**config.mk**
```make
export PLATFORM = sky130hd
export DESIGN_NAME = audio_mix_scheduler
export DESIGN_NICKNAME = d
export VERILOG_FILES = /design/src/rtl/audio_mix_scheduler.sv
export SDC_FILE = /design/constraint.sdc
export NUM_CORES = 1
export LEC_CHECK = 0
export ABC_AREA = 1
export CORE_UTILIZATION = 55
export CTS_CLUSTER_SIZE = 14
export DETAILED_ROUTE_END_ITERATION = 16
export DONT_BUFFER_PORTS = 1
export GPL_ROUTABILITY_DRIVEN = 0
export GPL_TIMING_DRIVEN = 0
export PLACE_DENSITY = 0.7
export SLEW_MARGIN = 20
export SYNTH_ARGS = -nofsm -noshare
export SYNTH_HDL_FRONTEND = slang
export SYNTH_SLANG_ARGS = --single-unit
export TNS_END_PERCENT = 100
```
**constraint.sdc**
```tcl
create_clock -name clk -period 3.4 [get_ports clk]
set_clock_uncertainty 0.2 [all_clocks]
set_input_delay 0.34 -clock clk [delete_from_list [all_inputs] [get_ports clk]]
set_output_delay 0.34 -clock clk [all_outputs]
set_load 0.1 [all_outputs]
```
**src/rtl/audio_mix_scheduler.sv**
```systemverilog
// Time-multiplexed stereo mixer: snapshots all sources once per sample period and
// sequences them through one shared saturating adder into left/right accumulators.
module audio_mix_scheduler #(
   parameter int SAMPLE_DIV   = 875,
   parameter bit USE_EXT_TICK = 1'b0
) (
   input  logic        clk,
   input  logic        rst,
   input  logic        en,
   input  logic        ext_tick,
   input  logic [7:0]  mixer,
   input  logic [7:0]  ay1_cha,
   input  logic [7:0]  ay1_chb,
   input  logic [7:0]  ay1_chc,
   input  logic [7:0]  ay2_cha,
   input  logic [7:0]  ay2_chb,
   input  logic [7:0]  ay2_chc,
   input  logic [7:0]  beeper,
   input  logic [7:0]  specdrum,
   input  logic [15:0] midi_left,
   input  logic [15:0] midi_right,
   output logic [8:0]  left,
   output logic [8:0]  right,
   output logic        sample_valid,
   output logic        busy,
   output logic        overrun
);

   localparam int DW = (SAMPLE_DIV > 1) ? $clog2(SAMPLE_DIV) : 1;
   localparam logic [DW-1:0] DIV_LAST = DW'(SAMPLE_DIV - 1);

   generate
      if (SAMPLE_DIV < 12) begin : g_bad_div
         $error("audio_mix_scheduler: SAMPLE_DIV must be >= 12");
      end
   endgenerate

   typedef enum logic [1:0] {
      S_IDLE = 2'd0,
      S_LOAD = 2'd1,
      S_ACC  = 2'd2,
      S_DONE = 2'd3
   } state_t;

   state_t        state_q, state_d;
   logic [3:0]    step_q, step_d;
   logic [DW-1:0] div_q, div_d;
   logic [11:0]   acc_l_q, acc_l_d, acc_r_q, acc_r_d;
   logic [7:0]    a1a_q, a1a_d, a1b_q, a1b_d, a1c_q, a1c_d;
   logic [7:0]    a2a_q, a2a_d, a2b_q, a2b_d, a2c_q, a2c_d;
   logic [7:0]    bp_q, bp_d, sd_q, sd_d, mix_q, mix_d;
   logic [15:0]   ml_q, ml_d, mr_q, mr_d;
   logic [8:0]    left_q, left_d, right_q, right_d;
   logic          valid_q, valid_d, ovr_q, ovr_d;

   logic          start_s, busy_s;
   logic [10:0]   term_l_s, term_r_s;
   logic [1:0]    pan_s;
   logic [11:0]   sum_l_s, sum_r_s;

   // Adds clamp at 12-bit full scale so very loud mixes still read as saturated.
   function automatic logic [11:0] sat_add(input logic [11:0] a, input logic [10:0] b);
      logic [12:0] s;
      s = {1'b0, a} + {2'b00, b};
      sat_add = s[12] ? 12'hFFF : s[11:0];
   endfunction

   function automatic logic [8:0] dac_word(input logic [11:0] acc);
      dac_word = acc[11] ? 9'h1FF : acc[10:2];
   endfunction

   function automatic logic [10:0] midi_term(input logic [15:0] m);
      midi_term = m[15:5] ^ 11'h400;
   endfunction

   assign busy_s  = (state_q != S_IDLE);
   assign start_s = USE_EXT_TICK ? (ext_tick & en) : (en & (div_q == DIV_LAST));

   always_comb begin
      term_l_s = 11'd0;
      term_r_s = 11'd0;
      pan_s    = 2'b00;
      case (step_q)
         4'd0: begin term_l_s = {3'b000, a1a_q}; term_r_s = term_l_s; pan_s = mix_q[7:6]; end
         4'd1: begin term_l_s = {3'b000, a1b_q}; term_r_s = term_l_s; pan_s = mix_q[5:4]; end
         4'd2: begin term_l_s = {3'b000, a1c_q}; term_r_s = term_l_s; pan_s = mix_q[3:2]; end
         4'd3: begin term_l_s = {3'b000, a2a_q}; term_r_s = term_l_s; pan_s = mix_q[7:6]; end
         4'd4: begin term_l_s = {3'b000, a2b_q}; term_r_s = term_l_s; pan_s = mix_q[5:4]; end
         4'd5: begin term_l_s = {3'b000, a2c_q}; term_r_s = term_l_s; pan_s = mix_q[3:2]; end
         4'd6: begin term_l_s = {3'b000, bp_q};  term_r_s = term_l_s; pan_s = mix_q[1:0]; end
         4'd7: begin term_l_s = {2'b00, sd_q, sd_q[7]}; term_r_s = term_l_s; pan_s = mix_q[1:0]; end
         4'd8: begin term_l_s = midi_term(ml_q); term_r_s = midi_term(mr_q); pan_s = mix_q[1:0]; end
         default: begin term_l_s = 11'd0; term_r_s = 11'd0; pan_s = 2'b00; end
      endcase
      sum_l_s = pan_s[1] ? sat_add(acc_l_q, term_l_s) : acc_l_q;
      sum_r_s = pan_s[0] ? sat_add(acc_r_q, term_r_s) : acc_r_q;
   end

   always_comb begin
      state_d = state_q;
      step_d  = step_q;
      acc_l_d = acc_l_q;
      acc_r_d = acc_r_q;
      a1a_d = a1a_q; a1b_d = a1b_q; a1c_d = a1c_q;
      a2a_d = a2a_q; a2b_d = a2b_q; a2c_d = a2c_q;
      bp_d  = bp_q;  sd_d  = sd_q;  mix_d = mix_q;
      ml_d  = ml_q;  mr_d  = mr_q;
      left_d  = left_q;
      right_d = right_q;
      valid_d = 1'b0;
      ovr_d   = ovr_q | (start_s & busy_s);

      if (!en) begin
         div_d = '0;
      end else if (div_q == DIV_LAST) begin
         div_d = '0;
      end else begin
         div_d = div_q + DW'(1);
      end

      case (state_q)
         S_IDLE: begin
            if (start_s) begin
               state_d = S_LOAD;
            end else begin
               state_d = S_IDLE;
            end
         end
         S_LOAD: begin
            a1a_d = ay1_cha; a1b_d = ay1_chb; a1c_d = ay1_chc;
            a2a_d = ay2_cha; a2b_d = ay2_chb; a2c_d = ay2_chc;
            bp_d  = beeper;  sd_d  = specdrum; mix_d = mixer;
            ml_d  = midi_left; mr_d = midi_right;
            acc_l_d = 12'd0;
            acc_r_d = 12'd0;
            step_d  = 4'd0;
            state_d = S_ACC;
         end
         S_ACC: begin
            acc_l_d = sum_l_s;
            acc_r_d = sum_r_s;
            // Outputs are registered off the final sum so they appear during DONE.
            if (step_q == 4'd8) begin
               left_d  = dac_word(sum_l_s);
               right_d = dac_word(sum_r_s);
               valid_d = 1'b1;
               state_d = S_DONE;
            end else begin
               step_d = step_q + 4'd1;
            end
         end
         S_DONE: begin
            state_d = S_IDLE;
         end
         default: begin
            state_d = S_IDLE;
         end
      endcase
   end

   always_ff @(posedge clk) begin
      if (rst) begin
         state_q <= S_IDLE;
         step_q  <= 4'd0;
         div_q   <= '0;
         acc_l_q <= 12'd0;
         acc_r_q <= 12'd0;
         a1a_q <= 8'd0; a1b_q <= 8'd0; a1c_q <= 8'd0;
         a2a_q <= 8'd0; a2b_q <= 8'd0; a2c_q <= 8'd0;
         bp_q  <= 8'd0; sd_q  <= 8'd0; mix_q <= 8'd0;
         ml_q  <= 16'd0; mr_q <= 16'd0;
         left_q  <= 9'd0;
         right_q <= 9'd0;
         valid_q <= 1'b0;
         ovr_q   <= 1'b0;
      end else begin
         state_q <= state_d;
         step_q  <= step_d;
         div_q   <= div_d;
         acc_l_q <= acc_l_d;
         acc_r_q <= acc_r_d;
         a1a_q <= a1a_d; a1b_q <= a1b_d; a1c_q <= a1c_d;
         a2a_q <= a2a_d; a2b_q <= a2b_d; a2c_q <= a2c_d;
         bp_q  <= bp_d;  sd_q  <= sd_d;  mix_q <= mix_d;
         ml_q  <= ml_d;  mr_q  <= mr_d;
         left_q  <= left_d;
         right_q <= right_d;
         valid_q <= valid_d;
         ovr_q   <= ovr_d;
      end
   end

   assign left         = left_q;
   assign right        = right_q;
   assign sample_valid = valid_q;
   assign busy         = busy_s;
   assign overrun      = ovr_q;

endmodule
```
==> impl_metrics.env <==
export IMPL_ios=129
export IMPL_rows=43
export IMPL_drv_slew=0
export IMPL_initial_core_util=0.5715
export IMPL_leakage_uw=0.004602
export IMPL_start_kind="flip-flop"
export IMPL_fp_coreArea_um2=14100
export IMPL_drt_initial_drc_count=743
export IMPL_fillers=1000
export IMPL_synthesis_nets=1322
export IMPL_fin_nets=1472
export IMPL_powerDensity_nw_per_um2=597.5
export IMPL_chipWidth_um=123.0
export IMPL_hp_class="in -> reg"
export IMPL_worstMarginPinSlew_ps=991.9
export IMPL_clock_latency_ps=430
export IMPL_grt_pass1_vias=7865
export IMPL_postLayoutCellArea_um2=10820
export IMPL_ys_ff_latch=154
export IMPL_vdd_ir_drop_max_mv=0.4960
export IMPL_grt_max_degree=17
export IMPL_grt_antenna_before_repair=0
export IMPL_cts_buffers=17
export IMPL_cts_tree="built"
export IMPL_dr_pass1_iters=5
export IMPL_hold_end="div_q[1]$_SDFF_PP0_"
export IMPL_mostFrequentLayoutCells="223 x nand2_1, 199 x nor2_1, 150 x dfxtp_1"
export IMPL_p_comb_frac=0.331
export IMPL_finalHoldViolCount=0
export IMPL_yosysWarnings=0
export IMPL_globalRouteOverflowTotal=0
export IMPL_synthDistinctLibCells=43
export IMPL_avgSynthCellArea_um2=6.828
export IMPL_arrival_ps=3460
export IMPL_clkTransAtPathRegs_ps=60
export IMPL_port_buffers=0
export IMPL_endpoint_kind="flip-flop"
export IMPL_status="finished clean"
export IMPL_power_switching_uw=2353
export IMPL_max_clock_path_buffers=2
export IMPL_routed_wl_mm=26.11
export IMPL_postRouteAntennaNets=0
export IMPL_setup_viol=0
export IMPL_switching_share=0.3640
export IMPL_grt_pass1_wl_mm=39.48
export IMPL_cp_required_ps=3490
export IMPL_routed_via_count=8533
export IMPL_post_drt_wl_per_cell_um=17.14
export IMPL_hold_path_depth=2
export IMPL_drc=0
export IMPL_h_tree_depth=4
export IMPL_reg2reg_to="acc_r_q[7]$_SDFFE_PP0P_"
export IMPL_reg2reg_slack_ps=30
export IMPL_areaGrowthSynthToFinish_pct=34.28
export IMPL_grt_usage=0.3434
export IMPL_chipHeight_um=123.0
export IMPL_clock_sinks=154
export IMPL_finalPower_uw=6464
export IMPL_die_area_um2=15140
export IMPL_layout_commonest_cell="nand2_1"
export IMPL_seqPwrFrac=0.365
export IMPL_r2r_cells=20
export IMPL_ys_seq_area_frac=0.3827
export IMPL_syn_inst=1180
export IMPL_cts_root_buf="clkbuf_16"
export IMPL_drv_cap=0
export IMPL_intPower_uw=4111
export IMPL_slew_limit_headroom=0.3378
export IMPL_fin_crit_sh=0.9915
export IMPL_setup_worst_path_class="reg -> reg"
export IMPL_antenna_cells=0
export IMPL_dp_hpwl_mm=17.03
export IMPL_post_dp_cell_area_um2=8285
export IMPL_syn_cell_area_um2=8056
export IMPL_vias_per_cell=5.603
export IMPL_p_clk_frac=0.304
export IMPL_worstPathMaxFanout=8
export IMPL_hp_start="en"
export IMPL_drive_gt1_frac=0.1534
export IMPL_max_freq_ghz=0.2966
export IMPL_reg2reg_from="step_q[0]$_SDFFE_PP0P_"
export IMPL_min_period_ps=3371
==> logic make-up (layout without fill, tap and decap cells) <==
| family | after synthesis | count (layout) | synth area share |
|---|---|---|---|
| and+or+nand+nor | 569 | 570 | 0.3028 |
| AOI/OAI and AO/OA | 243 | 243 | 0.1632 |
| buffers and inverters | 164 | 326 | 0.07920 |
| DFF | 154 | 154 | 0.3827 |
| adders and majority gates | 34 | 34 | 0.05467 |
| xor gates and xnor gates | 16 | 16 | 0.01739 |
==> final cells by class <==
cell class              count  area, um^2  area share
clock inverters             9       136.4     0.01261
repair buffers            133        1255      0.1160
flip-flops and latches    154        3098      0.2864
clock buffers              23       467.9     0.04326
inverters                 113       429.2     0.03967
plain buffers              48       224.0     0.02070
well taps                 180       225.2     0.02082
multi-input cells         863        4982      0.4606
==> worst max-delay path by stage <==
stage                                      start                      end
after floorplan           step_q[0]$_SDFFE_PP0P_     left[0]$_SDFFE_PP0P_
after global placement    step_q[1]$_SDFFE_PP0P_     left[7]$_SDFFE_PP0P_
after detailed placement  step_q[1]$_SDFFE_PP0P_     left[7]$_SDFFE_PP0P_
after CTS                 step_q[3]$_SDFFE_PP0P_     left[7]$_SDFFE_PP0P_
after global routing      step_q[1]$_SDFFE_PP0P_  acc_r_q[7]$_SDFFE_PP0P_
final                     step_q[0]$_SDFFE_PP0P_  acc_r_q[7]$_SDFFE_PP0P_
==> flip-flops by register name, indices dropped and copies added, names as in the netlist <==
signal        count
acc_l_q          12
acc_r_q          12
ml_q             11
mr_q             11
div_q            10
left              9
right             9
a1a_q             8
a1b_q             8
a1c_q             8
a2a_q             8
a2b_q             8
a2c_q             8
bp_q              8
mix_q             8
sd_q              8
step_q            4
state_q           2
overrun           1
sample_valid      1
==> timing repair <==
item / 4_1_cts / 5_1_grt
pin swaps: 23 / 30
hold buffers: 95 / 0
endpoints found under the hold margin: 95 / 0
setup buffers: 21 / 16
setup endpoints to repair: 42 / 42
resized for setup: 72 / 86
gates cloned: 2 / 0
==> through the flow <==
step,hold WS (ps),util,TNS (ps),cells,setup WS [ps]
2_1_floorplan,228.9,-,0,1180,8.528
3_3_place_gp,240.6,0.5878,-29550,1360,-960.8
3_5_place_dp,247.3,0.5878,-30430,1360,-970.6
4_1_cts,95.30,0.7314,-8.108,1508,-8.108
5_1_grt,106.0,0.7674,-1435,1523,-100.7
6_report,118.5,0.7674,0,1523,28.80
==> critical path, cell delays in order, from the launching register on <==
cell and delay, ps:
dfxtp_4 410, inv_4 70, ha_4 200, nand2_2 130, inv_4 80, nand2_1 100, o2111ai_4 130, o31ai_4 240
buf_4 160, nand2_2 60, fa_2 370, nand3_2 100, nand3_2 80, nand2_1 90, nand2_2 80, nand2_2 100
nand2_4 90, nor2_4 270, a21oi_2 130, nand2_1 80, a21oi_1 60
==> cell usage after synthesis, drive strengths merged <==
master   instances  share of area
nand2          251           0.12
nor2           221           0.11
dfxtp          154           0.38
o21ai          131          0.082
inv            113          0.053
a21oi           83          0.054
nand3           73          0.054
clkbuf          44          0.021
ha              32          0.050
nand4           14          0.016
xnor2           11          0.012
o22ai            9         0.0070
buf              7         0.0061
o31ai            7         0.0065
o2111ai          5         0.0054
xor2             5         0.0054
nor3             4         0.0025
a22o             2         0.0022
fa               2         0.0050
o21bai           2         0.0019
or2              2         0.0016
a211oi           1        0.00093
a31oi            1        0.00078
nand3b           1        0.00093
nor3b            1        0.00093
nor4             1        0.00078
o2111a           1         0.0014
o211ai           1        0.00093
or3              1        0.00078
==> power groups by stage <==
stage          sequential (uW)  clock, uW  combinational [uW]
3_3_place_gp              2360          0                1610
5_1_grt                   2390       2060                2320
3_5_place_dp              2370          0                1630
6_report                  2360       1970                2140
2_1_floorplan             2310          0                1220
4_1_cts                   2340       1970                1890
==> routing by layer <==
layer	up-vias	track usage	wire length (um)
met2	386	0.5544	12130
met3	77	0.07703	1897
li1	4142	-	-
met5	-	0	0
met1	3928	0.4427	11210
met4	0	0.1408	867
Note: power is estimated with default switching activity, not from simulation.
